File: src/rtl/button_conditioner.sv
// button_conditioner: front end for the board push-buttons.
// Each raw pad is synchronized (2 flops), debounced by a 4-state FSM with a
// hold counter, and edge-detected into one-cycle press/release pulses.
// Accepted presses drive a latched one-hot (or all-zero) speed selection
// consumed by led_cycle.
// Optional build macro: BTN_REPEAT_EN adds per-button auto-repeat press
// pulses while a button stays held; these never touch speed_sel.
// Handshake: none; btn_press/btn_release are single-cycle strobes that are
// valid for exactly the cycle they are high, with no back-pressure.
module button_conditioner #(
   parameter int NUM_BTN         = 5,
   parameter int DEBOUNCE_CYCLES = 500000,
   parameter int REPEAT_DELAY    = 25000000,
   parameter int REPEAT_PERIOD   = 5000000
) (
   input  logic                   clk,
   input  logic                   rst_n,
   input  logic [NUM_BTN-1:0]     btn_raw,
   output logic [NUM_BTN-1:0]     btn_level,
   output logic [NUM_BTN-1:0]     btn_press,
   output logic [NUM_BTN-1:0]     btn_release,
   output logic [NUM_BTN-1:0]     speed_sel,
   output logic [2*NUM_BTN-1:0]   dbg_state
);

   // Debounce counter sized to hold DEBOUNCE_CYCLES.
   localparam int CW = $clog2(DEBOUNCE_CYCLES + 1);
   // The counter value at which the new level has been stable long enough.
   localparam logic [CW-1:0] CNT_LAST = CW'(DEBOUNCE_CYCLES - 1);

   // Parameter sanity: debounce below 2 cycles or zero repeat timing is
   // meaningless; the block is empty and only documents the legal range.
   if (DEBOUNCE_CYCLES < 2 || REPEAT_DELAY < 1 || REPEAT_PERIOD < 1) begin : g_param_range
   end

   typedef enum logic [1:0] {
      ST_LOW  = 2'd0,
      ST_RISE = 2'd1,
      ST_HIGH = 2'd2,
      ST_FALL = 2'd3
   } state_t;

   logic [NUM_BTN-1:0] r_sync1;
   logic [NUM_BTN-1:0] r_sync2;

   state_t             r_state     [NUM_BTN];
   state_t             w_state_nxt [NUM_BTN];
   logic [CW-1:0]      r_cnt       [NUM_BTN];
   logic [CW-1:0]      w_cnt_nxt   [NUM_BTN];

   logic [NUM_BTN-1:0] r_press;
   logic [NUM_BTN-1:0] r_release;
   logic [NUM_BTN-1:0] w_press_nxt;
   logic [NUM_BTN-1:0] w_release_nxt;

   logic [NUM_BTN-1:0] r_speed_sel;
   logic [NUM_BTN-1:0] w_sel_nxt;
   logic               w_sel_found;

   // Two-flop synchronizer; r_sync2 is the only copy the FSMs look at.
   always_ff @(posedge clk or negedge rst_n) begin
      if (!rst_n) begin
         r_sync1 <= '0;
         r_sync2 <= '0;
      end else begin
         r_sync1 <= btn_raw;
         r_sync2 <= r_sync1;
      end
   end

   // Debounce FSM state, counters and registered edge pulses.
   always_ff @(posedge clk or negedge rst_n) begin
      if (!rst_n) begin
         for (int i = 0; i < NUM_BTN; i++) begin
            r_state[i] <= ST_LOW;
            r_cnt[i]   <= '0;
         end
         r_press   <= '0;
         r_release <= '0;
      end else begin
         for (int i = 0; i < NUM_BTN; i++) begin
            r_state[i] <= w_state_nxt[i];
            r_cnt[i]   <= w_cnt_nxt[i];
         end
         r_press   <= w_press_nxt;
         r_release <= w_release_nxt;
      end
   end

   // Debounce next-state: a new level must persist DEBOUNCE_CYCLES cycles
   // (counted from the synchronized edge) before it is accepted.
   always_comb begin
      w_press_nxt   = '0;
      w_release_nxt = '0;
      for (int i = 0; i < NUM_BTN; i++) begin
         w_state_nxt[i] = r_state[i];
         w_cnt_nxt[i]   = r_cnt[i];
         case (r_state[i])
            ST_LOW: begin
               if (r_sync2[i]) begin
                  w_state_nxt[i] = ST_RISE;
                  w_cnt_nxt[i]   = '0;
               end
            end
            ST_RISE: begin
               if (!r_sync2[i]) begin
                  // Bounce: drop back without any visible effect.
                  w_state_nxt[i] = ST_LOW;
                  w_cnt_nxt[i]   = '0;
               end else if ((r_cnt[i] + CW'(1)) == CNT_LAST) begin
                  w_state_nxt[i] = ST_HIGH;
                  w_cnt_nxt[i]   = '0;
                  w_press_nxt[i] = 1'b1;
               end else begin
                  w_cnt_nxt[i] = r_cnt[i] + CW'(1);
               end
            end
            ST_HIGH: begin
               if (!r_sync2[i]) begin
                  w_state_nxt[i] = ST_FALL;
                  w_cnt_nxt[i]   = '0;
               end
            end
            ST_FALL: begin
               if (r_sync2[i]) begin
                  // Bounce while releasing: still considered held.
                  w_state_nxt[i] = ST_HIGH;
                  w_cnt_nxt[i]   = '0;
               end else if ((r_cnt[i] + CW'(1)) == CNT_LAST) begin
                  w_state_nxt[i]   = ST_LOW;
                  w_cnt_nxt[i]     = '0;
                  w_release_nxt[i] = 1'b1;
               end else begin
                  w_cnt_nxt[i] = r_cnt[i] + CW'(1);
               end
            end
            default: begin
               w_state_nxt[i] = ST_LOW;
               w_cnt_nxt[i]   = '0;
            end
         endcase
      end
   end

   // Debounced level and FSM debug view; level stays high through FALL
   // until the release is accepted.
   always_comb begin
      btn_level = '0;
      dbg_state = '0;
      for (int i = 0; i < NUM_BTN; i++) begin
         btn_level[i]         = (r_state[i] == ST_HIGH) || (r_state[i] == ST_FALL);
         dbg_state[2*i +: 2]  = r_state[i];
      end
   end

   // Speed selection next value: lowest-index real press wins; pressing the
   // currently selected button toggles the selection off.
   always_comb begin
      w_sel_nxt   = r_speed_sel;
      w_sel_found = 1'b0;
      for (int i = 0; i < NUM_BTN; i++) begin
         if (r_press[i] && !w_sel_found) begin
            w_sel_found = 1'b1;
            if (r_speed_sel == (NUM_BTN'(1) << i)) begin
               w_sel_nxt = '0;
            end else begin
               w_sel_nxt = NUM_BTN'(1) << i;
            end
         end
      end
   end

   // Speed selection register, updated the cycle after a press pulse.
   always_ff @(posedge clk or negedge rst_n) begin
      if (!rst_n) begin
         r_speed_sel <= '0;
      end else begin
         r_speed_sel <= w_sel_nxt;
      end
   end

   assign speed_sel   = r_speed_sel;
   assign btn_release = r_release;

`ifdef BTN_REPEAT_EN
   localparam int REP_MAX = (REPEAT_DELAY > REPEAT_PERIOD) ? REPEAT_DELAY : REPEAT_PERIOD;
   localparam int RW      = $clog2(REP_MAX + 1);
   localparam logic [RW-1:0] REP_FIRST = RW'(REPEAT_DELAY);
   localparam logic [RW-1:0] REP_NEXT  = RW'(REPEAT_PERIOD);

   logic [RW-1:0]      r_rep_cnt [NUM_BTN];
   logic [NUM_BTN-1:0] r_rep_armed;
   logic [NUM_BTN-1:0] r_rep_pulse;

   // Auto-repeat: while a button remains in HIGH, emit an extra press after
   // REPEAT_DELAY cycles and then every REPEAT_PERIOD cycles. The pulses
   // are kept apart from r_press so they never change speed_sel.
   always_ff @(posedge clk or negedge rst_n) begin
      if (!rst_n) begin
         for (int i = 0; i < NUM_BTN; i++) begin
            r_rep_cnt[i] <= '0;
         end
         r_rep_armed <= '0;
         r_rep_pulse <= '0;
      end else begin
         for (int i = 0; i < NUM_BTN; i++) begin
            if ((r_state[i] == ST_HIGH) && (w_state_nxt[i] == ST_HIGH)) begin
               if ((r_rep_cnt[i] + RW'(1)) == (r_rep_armed[i] ? REP_NEXT : REP_FIRST)) begin
                  r_rep_cnt[i]   <= '0;
                  r_rep_armed[i] <= 1'b1;
                  r_rep_pulse[i] <= 1'b1;
               end else begin
                  r_rep_cnt[i]   <= r_rep_cnt[i] + RW'(1);
                  r_rep_pulse[i] <= 1'b0;
               end
            end else begin
               r_rep_cnt[i]   <= '0;
               r_rep_armed[i] <= 1'b0;
               r_rep_pulse[i] <= 1'b0;
            end
         end
      end
   end

   assign btn_press = r_press | r_rep_pulse;
`else
   assign btn_press = r_press;
`endif

endmodule

File: config.mk
export PLATFORM = sky130hd
export DESIGN_NAME = button_conditioner
export DESIGN_NICKNAME = d
export VERILOG_FILES = /design/src/rtl/button_conditioner.sv
export SDC_FILE = /design/constraint.sdc
export NUM_CORES = 1
export LEC_CHECK = 0
export CELL_PAD_IN_SITES_DETAIL_PLACEMENT = 1
export CELL_PAD_IN_SITES_GLOBAL_PLACEMENT = 1
export CORE_MARGIN = 10
export CORE_UTILIZATION = 42
export DETAILED_ROUTE_END_ITERATION = 6
export GPL_TIMING_DRIVEN = 0
export MAX_ROUTING_LAYER = met4
export PLACE_DENSITY_LB_ADDON = 0.1
export SKIP_CTS_REPAIR_TIMING = 1
export SLEW_MARGIN = 25
export SYNTH_ARGS = -nofsm -noshare
export SYNTH_HDL_FRONTEND = slang
export SYNTH_SLANG_ARGS = --single-unit
File: constraint.sdc
create_clock -name clk -period 2.9 [get_ports clk]
set_input_delay 0.29 -clock clk [delete_from_list [all_inputs] [get_ports clk]]
set_output_delay 0.29 -clock clk [all_outputs]
set_load 0.01 [all_outputs]
==> metrics.txt, run 1 <==
# TYPE chip_impl_metric gauge
chip_impl_metric{name="detail_route.wl_per_cell",unit="microns"} 19.1
chip_impl_metric{name="maximum_number_of_pins_on_one_net_before_global_route_repair",unit=""} 71
chip_impl_metric{name="fmaxAchievable",unit="MHz"} 352
chip_impl_metric{name="rr_worst_depth",unit=""} 9
chip_impl_metric{name="powerDensity",unit="nW/um^2"} 502
chip_impl_metric{name="timing.reg2reg.setup_slack",unit="ps"} 60
chip_impl_metric{name="viasPerCell",unit=""} 5.93
chip_impl_metric{name="drc_violation_total_after_the_first_tritonroute_iteration",unit=""} 333
chip_impl_metric{name="routabilityCongestion",unit=""} 0.887
chip_impl_metric{name="grt_antenna_before_repair",unit=""} 0
chip_impl_metric{name="worst_setup_hold_path_clk_slew",unit="ps"} 70
chip_impl_metric{name="syn-num-nets",unit=""} 993
chip_impl_metric{name="netlist_instances",unit=""} 975
chip_impl_metric{name="finalNetCount",unit=""} 1063
chip_impl_info{name="cts_tree",value="yes"} 1
chip_impl_info{name="timing.critical_path.from_type",value="flop"} 1
chip_impl_metric{name="antenna_violating_nets_post_route",unit=""} 0
chip_impl_metric{name="synth-seq-area-share",unit=""} 0.400
chip_impl_metric{name="antenna-diode-count",unit=""} 0
chip_impl_metric{name="final_core_util",unit=""} 0.527
chip_impl_info{name="criticalPathCategory",value="reg -> reg"} 1
chip_impl_metric{name="yosys_warnings",unit=""} 0
chip_impl_metric{name="setup_ws",unit="ps"} 61.4
chip_impl_metric{name="setup_violation_total_in_the_final_timing_report",unit=""} 0
chip_impl_metric{name="inserted_clock_buffers",unit=""} 17
chip_impl_metric{name="grt_first_pass_wirelength",unit="microns"} 40600
chip_impl_metric{name="netlist-cell-type-count",unit=""} 75
chip_impl_metric{name="final_period_minus_worst_setup_slack",unit="ps"} 2840
chip_impl_info{name="cts-root-buf",value="clkbuf_16"} 1
chip_impl_metric{name="holdPathStages",unit=""} 1
chip_impl_metric{name="synthesis.area",unit="sq um"} 8140
chip_impl_info{name="rr_startpoint",value="r_cnt[76]"} 1
chip_impl_metric{name="power_leakage",unit="nW"} 4.01
chip_impl_metric{name="area_growth_syn_to_layout",unit="%"} 22.3
chip_impl_metric{name="vertical_extent_of_the_die",unit="microns"} 159
chip_impl_metric{name="clockBufferDepth",unit=""} 2
chip_impl_metric{name="cts.sink_count",unit=""} 130
chip_impl_metric{name="drt_wl_total",unit="microns"} 25100
chip_impl_metric{name="synth_enable_flop_cells",unit=""} 0
chip_impl_info{name="postSynth.topFlopCell",value="dfrtp_1"} 1
chip_impl_metric{name="finalPower",unit="mW"} 5.00
chip_impl_info{name="worstSetupStartpoint",value="r_cnt[76]"} 1
chip_impl_metric{name="dieArea",unit="sq um"} 25300
chip_impl_metric{name="slowest_delay",unit="ps"} 480
chip_impl_metric{name="dieWidth",unit="microns"} 159
chip_impl_metric{name="tightest_slew",unit="ps"} 896
chip_impl_metric{name="grt_pass1_vias",unit=""} 7907
chip_impl_metric{name="place_hpwl",unit="microns"} 16800
chip_impl_info{name="hold_class",value="in -> reg"} 1
chip_impl_metric{name="latest_clock_arrival_within_the_worst_skew_pair",unit="ps"} 440
chip_impl_metric{name="maxSlewViolCount",unit=""} 0
chip_impl_metric{name="critical_path_peak_fanout",unit=""} 7
chip_impl_info{name="worstPathCellList",value="ha_4, nand4_1, or4_4, xnor2_2, o21ai_1, or4_1, buf_2, and3_1, a221o_1"} 1
chip_impl_metric{name="data_required_time_of_the_worst_path",unit="ps"} 3210
chip_impl_metric{name="irDropWorstVdd",unit="V"} 0.000353
chip_impl_metric{name="hold_viol_final",unit=""} 0
chip_impl_metric{name="remaining_drc_errors",unit=""} 0
chip_impl_metric{name="routed-via-count",unit=""} 7810
chip_impl_metric{name="syn_avg_cell_area",unit="sq um"} 8.35
chip_impl_metric{name="max_cap_viol_count",unit=""} 0
chip_impl_metric{name="fp.coreArea",unit="sq um"} 18900
chip_impl_metric{name="layout-drive-gt1-share",unit=""} 0.161
chip_impl_metric{name="row_count",unit=""} 50
chip_impl_metric{name="first_pass_iters",unit=""} 4
chip_impl_metric{name="post-route-period-util",unit=""} 0.979
chip_impl_metric{name="effective_utilization_at_floorplan",unit=""} 0.431
chip_impl_metric{name="ctsHtreeMaxLevel",unit=""} 4
chip_impl_metric{name="worst_clock_skew",unit="ps"} 16.4
chip_impl_metric{name="place.detailed.instances",unit=""} 1272
chip_impl_metric{name="grt.total_usage",unit=""} 0.194
chip_impl_metric{name="worst_slew_margin_rel",unit=""} 0.400
chip_impl_info{name="status",value="completed"} 1
chip_impl_info{name="worst_setup_path_end_kind",value="flop"} 1
chip_impl_metric{name="arrival",unit="ps"} 3150
chip_impl_metric{name="dpl_worst_slack",unit="ps"} -500
chip_impl_info{name="rsz_0062_raised_after_global_routing",value="yes"} 1
chip_impl_metric{name="synth_seq_cells",unit=""} 130
chip_impl_metric{name="stdcell_count",unit=""} 1318
chip_impl_metric{name="total_overflow_reported_by_the_global_router",unit=""} 0
chip_impl_metric{name="async_flop_share",unit=""} 1.00
chip_impl_metric{name="top_level_ports",unit=""} 37
chip_impl_info{name="slowest_stage",value="or4_4"} 1
chip_impl_info{name="hold_path_startpoint",value="btn_raw[3]"} 1
chip_impl_metric{name="port_buffers",unit=""} 36
==> cell usage after synthesis, types with 6 or more instances <==
cell type / instances / area (sq um)
o31ai_1: 6 / 45.0
nand2b_1: 6 / 37.5
or3_1: 37 / 231
o21ai_0: 41 / 205
nand3_1: 105 / 526
o22ai_1: 6 / 37.5
clkbuf_2: 7 / 35.0
xnor2_1: 14 / 123
and2_1: 9 / 56.3
mux2_2: 6 / 67.6
buf_2: 22 / 110
and3_1: 18 / 113
o211ai_1: 13 / 97.6
nor3b_1: 17 / 128
nand2_1: 145 / 544
nor4_1: 18 / 113
clkbuf_1: 33 / 124
inv_1: 26 / 97.6
nor2_1: 45 / 169
dfrtp_1: 130 / 3250
nand4_1: 41 / 257
a21oi_1: 17 / 85.1
xor2_1: 16 / 140
nor2b_1: 14 / 87.6
nor3_1: 28 / 140
nand3b_1: 7 / 52.6
or4_1: 15 / 113
a31oi_1: 22 / 138
ha_1: 11 / 138
==> power by group <==
part           leakage (nW)  switching (mW)  internal [mW]
Sequential             1.76           0.168           1.91
Clock                 0.271           0.960           1.14
Combinational          1.98           0.558          0.261
Total                  4.01            1.69           3.31
==> area by class of cell <==
| type | instances | area [sq um] |
|---|---|---|
| clock inverters | 15 | 140 |
| inverters | 26 | 97.6 |
| plain buffers | 58 | 277 |
| flip-flops and latches | 130 | 3270 |
| well taps | 260 | 325 |
| multi-input cells | 753 | 4860 |
| repair buffers | 59 | 558 |
| fillers | 2268 | 8940 |
| clock buffers | 17 | 425 |
==> stage by stage <==
stage	TNS, ps	hold WS [ps]	cell area [sq um]
after floorplan	0	-5.59	8140
after detailed placement	-6390	263	8860
after CTS	-7850	-195	9420
after global placement	-504570	332	8820
final	0	290	9950
after global routing	-154	284	9950
==> cells in the final DEF (no fill, tap or decap), types with 16 or more instances in the layout <==
| master | count |
|---|---|
| buf_4 | 26 |
| o21ai_0 | 41 |
| clkbuf_1 | 24 |
| or3_1 | 37 |
| a21oi_1 | 17 |
| nor2_1 | 44 |
| a31oi_1 | 22 |
| buf_2 | 19 |
| dfrtp_1 | 118 |
| nand3_1 | 100 |
| clkbuf_16 | 17 |
| nand2_1 | 143 |
| inv_1 | 26 |
| xor2_1 | 16 |
| clkdlybuf4s50_1 | 35 |
| nor3_1 | 25 |
| and3_1 | 17 |
| nand4_1 | 41 |
==> layer usage <==
metal | track usage | wire [microns] | up-vias
met1 | 0.240 | 11600 | 3973
li1 | - | - | 3725
met5 | - | 0 | -
met2 | 0.321 | 12600 | 86
met3 | 0.0341 | 631 | 26
met4 | 0.0518 | 301 | 0
==> registers in the layout (all words and copies together) (netlist names), named ones only <==
signal       flops
r_cnt           95
r_sync1          5
btn_release      5
r_sync2          5
dbg_state        5
speed_sel        5
btn_press        5
==> worst max-delay path, delay by kind of cell (launching register included) <==
family / cells / cell delay [ps]
adder cells (fa/ha/maj): 1 / 190
AO/OA/AOI/OAI: 2 / 420
AND/OR/NAND/NOR: 4 / 1320
flip-flops: 1 / 420
buffers and inverters: 1 / 180
XOR/XNOR: 1 / 190
==> kinds of logic after synthesis <==
group,share of synthesized area
adders and majority gates,0.0169
xor gates and xnor gates,0.0343
muxes,0.0132
buffers and inverters,0.0478
and+or+nand+nor,0.352
DFF,0.400
AOI/OAI and AO/OA,0.136
==> final timing paths <==
path | end
max | r_cnt[78]
min | r_sync1[3]
max reg2reg | r_cnt[78]
min reg2reg | r_sync2[3]
max in group asynchronous | r_cnt[1]
min in group asynchronous | r_cnt[26]
No activity file was read; power rests on OpenSTA's default activity.
==> run 2, diff against run 1 <==
CELL_PAD_IN_SITES_DETAIL_PLACEMENT = 0   (was 1)
CELL_PAD_IN_SITES_GLOBAL_PLACEMENT = 2   (was 1)
CORE_UTILIZATION = 34   (was 42)
SLEW_MARGIN = default   (was 25)
==> metrics.txt, run 2 (same netlist as run 1, synthesis figures left out) <==
# TYPE chip_impl_metric gauge
chip_impl_metric{name="remaining_drc_errors",unit=""} 0
chip_impl_metric{name="irDropWorstVdd",unit="V"} 0.000275
chip_impl_metric{name="viasPerCell",unit=""} 5.46
chip_impl_metric{name="setup_tns",unit="ps"} 0
chip_impl_metric{name="design_area",unit="sq um"} 9900
chip_impl_info{name="rr_startpoint",value="r_cnt[3]"} 1
chip_impl_metric{name="slowest_delay",unit="ps"} 610
chip_impl_metric{name="cts.sink_count",unit=""} 130
chip_impl_metric{name="internal-power",unit="mW"} 3.52
chip_impl_info{name="worstPathCellList",value="clkbuf_2, nand4_1, or4_1, nor2_1, o32ai_1, or4_1, clkbuf_4, a41oi_1, o31ai_1"} 1
chip_impl_metric{name="multi_input_combinational_cell_area",unit="sq um"} 4790
chip_impl_metric{name="arrival",unit="ps"} 3100
chip_impl_metric{name="first_pass_iters",unit=""} 5
chip_impl_metric{name="dieWidth",unit="microns"} 175
chip_impl_metric{name="final_core_util",unit=""} 0.421
chip_impl_metric{name="placed_cell_area",unit="sq um"} 8930
chip_impl_metric{name="drc_violation_total_after_the_first_tritonroute_iteration",unit=""} 466
chip_impl_metric{name="fin_worst_hold_slack",unit="ps"} 306
chip_impl_metric{name="place.detailed.instances",unit=""} 1331
chip_impl_info{name="cts-root-buf",value="clkbuf_16"} 1
chip_impl_metric{name="maximum_number_of_pins_on_one_net_before_global_route_repair",unit=""} 70
chip_impl_metric{name="finalNetCount",unit=""} 1052
chip_impl_metric{name="seq_area",unit="sq um"} 3260
chip_impl_metric{name="routed-via-count",unit=""} 7454
chip_impl_metric{name="comb_power_share",unit=""} 0.150
chip_impl_info{name="hold_class",value="in -> reg"} 1
chip_impl_metric{name="largest_reg_flops",unit=""} 95
chip_impl_info{name="timing.critical_path.from_type",value="flop"} 1
chip_impl_metric{name="holdPathStages",unit=""} 1
chip_impl_metric{name="grt.total_usage",unit=""} 0.154
chip_impl_info{name="slowest_stage",value="or4_1"} 1
chip_impl_info{name="criticalPathCategory",value="reg -> reg"} 1
chip_impl_metric{name="m1WireLength",unit="microns"} 11000
chip_impl_metric{name="grt_pass1_vias",unit=""} 7077
chip_impl_info{name="hold_path_startpoint",value="btn_raw[0]"} 1
chip_impl_metric{name="drt_wl_total",unit="microns"} 23000
chip_impl_metric{name="effective_utilization_at_floorplan",unit=""} 0.346
chip_impl_metric{name="worst_clock_skew",unit="ps"} 10.6
chip_impl_metric{name="maxSlewViolCount",unit=""} 0
chip_impl_metric{name="p_clk_frac",unit=""} 0.437
chip_impl_metric{name="area_growth_syn_to_layout",unit="%"} 21.7
chip_impl_metric{name="wl_met2",unit="microns"} 11000
chip_impl_metric{name="powerDensity",unit="nW/um^2"} 507
chip_impl_metric{name="hold_viol_final",unit=""} 0
chip_impl_metric{name="routabilityCongestion",unit=""} 0.829
chip_impl_metric{name="switching_power_share_of_the_total",unit=""} 0.299
chip_impl_metric{name="rr_worst_depth",unit=""} 9
chip_impl_info{name="registers.top_by_ff_count",value="r_cnt"} 1
chip_impl_info{name="status",value="completed"} 1
chip_impl_metric{name="grt_first_pass_wirelength",unit="microns"} 37900
chip_impl_metric{name="critical_path_peak_fanout",unit=""} 10
chip_impl_metric{name="max_cap_viol_count",unit=""} 0
chip_impl_metric{name="latest_clock_arrival_within_the_worst_skew_pair",unit="ps"} 420
chip_impl_metric{name="antenna-diode-count",unit=""} 0
chip_impl_metric{name="setup_violation_total_in_the_final_timing_report",unit=""} 0
chip_impl_metric{name="vertical_extent_of_the_die",unit="microns"} 175
chip_impl_info{name="worstSetupStartpoint",value="r_cnt[3]"} 1
chip_impl_metric{name="data_required_time_of_the_worst_path",unit="ps"} 3200
chip_impl_metric{name="stdcell_count",unit=""} 1365
chip_impl_metric{name="power_leakage",unit="nW"} 3.96
chip_impl_metric{name="worst_setup_hold_path_clk_slew",unit="ps"} 60
chip_impl_info{name="top_signal_layer_used",value="met4"} 1
chip_impl_metric{name="part_of_the_power_in_registers",unit=""} 0.413
chip_impl_metric{name="post-route-period-util",unit=""} 0.966
chip_impl_metric{name="top_level_ports",unit=""} 37
chip_impl_metric{name="port_buffers",unit=""} 36
chip_impl_metric{name="fillers",unit=""} 2457
chip_impl_metric{name="clockBufferDepth",unit=""} 2
chip_impl_info{name="worst_setup_path_end_kind",value="flop"} 1
chip_impl_metric{name="ctsHtreeMaxLevel",unit=""} 4
chip_impl_info{name="layout.cells.most_common_list",value="nand2_1, dfrtp_1, nand3_1"} 1
chip_impl_metric{name="antenna_violating_nets_post_route",unit=""} 0
chip_impl_metric{name="inserted_clock_buffers",unit=""} 17
chip_impl_info{name="cts_tree",value="yes"} 1
chip_impl_metric{name="grt_antenna_before_repair",unit=""} 0
chip_impl_metric{name="tightest_slew",unit="ps"} 932
chip_impl_metric{name="fp.coreArea",unit="sq um"} 23500
chip_impl_metric{name="layout-drive-gt1-share",unit=""} 0.140
chip_impl_metric{name="total_overflow_reported_by_the_global_router",unit=""} 0
chip_impl_metric{name="fmaxAchievable",unit="MHz"} 357
chip_impl_metric{name="worst_slew_margin_rel",unit=""} 0.373
chip_impl_metric{name="final_period_minus_worst_setup_slack",unit="ps"} 2800
chip_impl_info{name="most_common_cell_after_layout_fill_and_taps_aside",value="nand2_1"} 1
chip_impl_metric{name="detail_route.wl_per_cell",unit="microns"} 16.9
chip_impl_metric{name="row_count",unit=""} 56
chip_impl_metric{name="place_hpwl",unit="microns"} 16000
chip_impl_metric{name="p_sw",unit="mW"} 1.50
chip_impl_metric{name="detailroute.wirelength.met3",unit="microns"} 648
chip_impl_info{name="worst_path_most_repeated_cell",value="or4_1"} 1
chip_impl_metric{name="dieArea",unit="sq um"} 30500
-- run 2: cell count changes in the layout (fill, tap and decap cells not counted), moves of 3 or more --
cell      previous run  this run
dfrtp_1            118       121
clkbuf_8             0         5
inv_8                5         0
buf_4               26        13
dfrtp_2             12         9
nor4_4              11         8
clkinv_2             0         4
inv_6                5         0
-- run 2: routing by layer --
metal  up-vias  global-route usage
met2        99               0.240
li1       3720                   -
met1      3607               0.200
met3        28              0.0293
met5         -                   -
met4         0              0.0442
-- run 2: worst paths after layout --
kind | end | slack [ps]
max | r_cnt[16] | 100
min | r_sync1[0] | 310
max reg2reg | r_cnt[16] | 100
min reg2reg | r_sync2[3] | 350
max in group asynchronous | r_cnt[0] | 1700
min in group asynchronous | r_cnt[26] | 420
-- run 2: power groups by stage --
stage          Combinational, mW  Sequential, mW  Clock (mW)
4_1_cts                    0.753            2.06        2.27
3_5_place_dp               0.748            2.09           0
5_1_grt                    0.853            2.10        2.36
2_1_floorplan              0.409            2.06           0
3_3_place_gp               0.762            2.09           0
6_report                   0.753            2.07        2.19
-- run 2: layout make-up --
class / count / share of cell area
clock buffers: 22 / 0.0499
flip-flops and latches: 130 / 0.330
repair buffers: 47 / 0.0484
multi-input cells: 753 / 0.483
inverters: 26 / 0.00985
clock inverters: 9 / 0.0105
well taps: 319 / 0.0403
plain buffers: 59 / 0.0283
-- run 2: worst max-delay path: cells and delay by family, from the launching register on --
kind	cells	cell delay, ps
buffers and inverters	2	410
flip-flops	1	310
AO/OA/AOI/OAI	3	450
AND/OR/NAND/NOR	4	1500
-- run 2: stage by stage --
stage	total power, mW	worst slack [ps]
2_1_floorplan	2.47	161
4_1_cts	5.08	-557
6_report	5.02	97.9
3_3_place_gp	2.85	-4090
5_1_grt	5.31	-30.4
3_5_place_dp	2.84	-525
==> run 3, diff against run 2 <==
SLEW_MARGIN = 15   (was default)
==> metrics.txt, run 3 (same netlist as run 1, synthesis figures left out) <==
# TYPE chip_impl_metric gauge
chip_impl_metric{name="p_clk_frac",unit=""} 0.462
chip_impl_info{name="status",value="completed"} 1
chip_impl_metric{name="finalNetCount",unit=""} 1049
chip_impl_metric{name="max_cap_viol_count",unit=""} 0
chip_impl_info{name="worst_setup_path_end_kind",value="flop"} 1
chip_impl_metric{name="powerDensity",unit="nW/um^2"} 531
chip_impl_metric{name="ctsHtreeMaxLevel",unit=""} 4
chip_impl_metric{name="place.detailed.instances",unit=""} 1331
chip_impl_metric{name="final_core_util",unit=""} 0.423
chip_impl_metric{name="total_overflow_reported_by_the_global_router",unit=""} 0
chip_impl_metric{name="multi_input_combinational_cell_area",unit="sq um"} 4800
chip_impl_metric{name="irDropWorstVdd",unit="V"} 0.000319
chip_impl_metric{name="first_pass_iters",unit=""} 7
chip_impl_metric{name="routabilityCongestion",unit=""} 0.829
chip_impl_metric{name="data_required_time_of_the_worst_path",unit="ps"} 3220
chip_impl_metric{name="seq_area",unit="sq um"} 3260
chip_impl_metric{name="antenna-diode-count",unit=""} 0
chip_impl_metric{name="remaining_drc_errors",unit=""} 0
chip_impl_metric{name="place_hpwl",unit="microns"} 16100
chip_impl_metric{name="grt_antenna_before_repair",unit=""} 0
chip_impl_metric{name="detail_route.wl_per_cell",unit="microns"} 16.8
chip_impl_info{name="regToRegEndpoint",value="r_cnt[31]"} 1
chip_impl_metric{name="routed-via-count",unit=""} 7398
chip_impl_metric{name="final_period_minus_worst_setup_slack",unit="ps"} 2800
chip_impl_metric{name="row_count",unit=""} 56
chip_impl_metric{name="latest_clock_arrival_within_the_worst_skew_pair",unit="ps"} 430
chip_impl_metric{name="largest_reg_flops",unit=""} 95
chip_impl_metric{name="vertical_extent_of_the_die",unit="microns"} 175
chip_impl_metric{name="critical_path_peak_fanout",unit=""} 9
chip_impl_metric{name="drt_wl_total",unit="microns"} 22900
chip_impl_metric{name="setup_violation_total_in_the_final_timing_report",unit=""} 0
chip_impl_info{name="holdPathEnd",value="r_sync1[3]"} 1
chip_impl_metric{name="fp.coreArea",unit="sq um"} 23500
chip_impl_info{name="slowest_stage",value="nor4_1"} 1
chip_impl_metric{name="switching_power_share_of_the_total",unit=""} 0.294
chip_impl_info{name="timing.critical_path.from_type",value="flop"} 1
chip_impl_info{name="registers.top_by_ff_count",value="r_cnt"} 1
chip_impl_metric{name="grt_first_pass_wirelength",unit="microns"} 38200
chip_impl_metric{name="power_leakage",unit="nW"} 3.93
chip_impl_metric{name="grt_pass1_vias",unit=""} 7045
chip_impl_info{name="worstSetupStartpoint",value="r_cnt[20]"} 1
chip_impl_metric{name="post-route-period-util",unit=""} 0.966
chip_impl_info{name="cts-root-buf",value="clkbuf_16"} 1
chip_impl_metric{name="cts.sink_count",unit=""} 130
chip_impl_metric{name="fmaxAchievable",unit="MHz"} 357
chip_impl_info{name="worstPathCellList",value="ha_4, nand4_1, nor4_2, xnor2_1, o21bai_1, nor4_1, a211oi_1, a21o_1"} 1
chip_impl_info{name="layout.cells.most_common_list",value="nand2_1, dfrtp_1, nand3_1"} 1
chip_impl_metric{name="maxSlewViolCount",unit=""} 0
chip_impl_metric{name="port_buffers",unit=""} 36
chip_impl_metric{name="placed_cell_area",unit="sq um"} 8930
chip_impl_metric{name="arrival",unit="ps"} 3120
chip_impl_metric{name="worst_clock_skew",unit="ps"} 11.2
chip_impl_info{name="hold_class",value="in -> reg"} 1
chip_impl_metric{name="comb_power_share",unit=""} 0.145
chip_impl_metric{name="layout-drive-gt1-share",unit=""} 0.139
chip_impl_metric{name="clockBufferDepth",unit=""} 2
chip_impl_metric{name="antenna_violating_nets_post_route",unit=""} 0
chip_impl_metric{name="worst_setup_hold_path_clk_slew",unit="ps"} 60
chip_impl_info{name="hold_path_startpoint",value="btn_raw[3]"} 1
chip_impl_metric{name="dieWidth",unit="microns"} 175
chip_impl_metric{name="part_of_the_power_in_registers",unit=""} 0.392
chip_impl_metric{name="setup_tns",unit="ps"} 0
chip_impl_metric{name="grt.total_usage",unit=""} 0.155
chip_impl_metric{name="area_growth_syn_to_layout",unit="%"} 22.2
chip_impl_metric{name="dieArea",unit="sq um"} 30500
chip_impl_metric{name="slowest_delay",unit="ps"} 840
chip_impl_metric{name="rr_worst_depth",unit=""} 8
chip_impl_metric{name="stdcell_count",unit=""} 1363
chip_impl_metric{name="worst_slew_margin_rel",unit=""} 0.357
chip_impl_metric{name="tightest_slew",unit="ps"} 956
chip_impl_metric{name="maximum_number_of_pins_on_one_net_before_global_route_repair",unit=""} 70
chip_impl_metric{name="holdPathStages",unit=""} 1
chip_impl_metric{name="drc_violation_total_after_the_first_tritonroute_iteration",unit=""} 490
chip_impl_info{name="rr_startpoint",value="r_cnt[20]"} 1
chip_impl_metric{name="internal-power",unit="mW"} 3.73
chip_impl_metric{name="viasPerCell",unit=""} 5.43
chip_impl_metric{name="inserted_clock_buffers",unit=""} 17
chip_impl_metric{name="design_area",unit="sq um"} 9950
chip_impl_metric{name="effective_utilization_at_floorplan",unit=""} 0.346
chip_impl_metric{name="hold_viol_final",unit=""} 0
chip_impl_info{name="cts_tree",value="yes"} 1
chip_impl_metric{name="fillers",unit=""} 2431
chip_impl_info{name="criticalPathCategory",value="reg -> reg"} 1
chip_impl_metric{name="p_sw",unit="mW"} 1.55
chip_impl_info{name="most_common_cell_after_layout_fill_and_taps_aside",value="nand2_1"} 1
chip_impl_metric{name="top_level_ports",unit=""} 37
chip_impl_metric{name="timing.reg2reg.setup_slack",unit="ps"} 100
-- run 3: cell count changes in the layout (fill, tap and decap cells not counted), sizes merged --
cell	previous run	this run
bufinv	2	5
clkbuf	55	54
buf	37	33
clkinv	5	4
inv	26	28
clkinvlp	2	1
-- run 3: stage by stage --
stage	hold slack (ps)	power, mW	worst slack (ps)
after floorplan	-5.59	2.47	161
after global placement	333	2.85	-4090
after detailed placement	270	2.84	-489
after CTS	-190	5.32	-535
after global routing	292	5.57	-32.2
final	304	5.28	98.7
-- run 3: power groups by stage --
stage,Combinational [mW],Clock [mW],Sequential (mW)
finish,0.767,2.44,2.07
detailed placement,0.750,0,2.09
floorplan,0.409,0,2.06
global placement,0.762,0,2.09
CTS,0.755,2.51,2.06
global route,0.873,2.59,2.10
-- run 3: per-layer routing --
| metal | part of all wire | up-vias | track usage |
|---|---|---|---|
| met3 | 0.028 | 20 | 0.0267 |
| met1 | 0.48 | 3560 | 0.202 |
| li1 | - | 3708 | - |
| met5 | 0 | - | - |
| met4 | 0.012 | 0 | 0.0417 |
| met2 | 0.48 | 110 | 0.243 |
-- run 3: how the worst max path moves through the flow --
stage	to	slack [ps]	cells after the start
finish	r_cnt[31]	100	8
global route	r_cnt[78]	-30	9
CTS	btn_press[4]	-540	9
detailed placement	btn_press[4]	-490	9
global placement	r_cnt[93]	-4090	1
floorplan	r_cnt[78]	160	9
-- run 3: critical path, delay by kind of cell, from the launching register on --
kind / cells / cell delay [ps]
adder cells (fa/ha/maj): 1 / 210
flip-flops: 1 / 480
XOR/XNOR: 1 / 150
AO/OA/AOI/OAI: 3 / 560
AND/OR/NAND/NOR: 3 / 1290
-- run 3: layout make-up --
cell class	count	share of cell area
clock buffer	20	0.0459
clock inverter	12	0.0204
multi-input combinational	753	0.483
tap	319	0.0401
timing repair buffer	43	0.0440
inverter	26	0.00981
sequential	130	0.328
buffer	60	0.0286
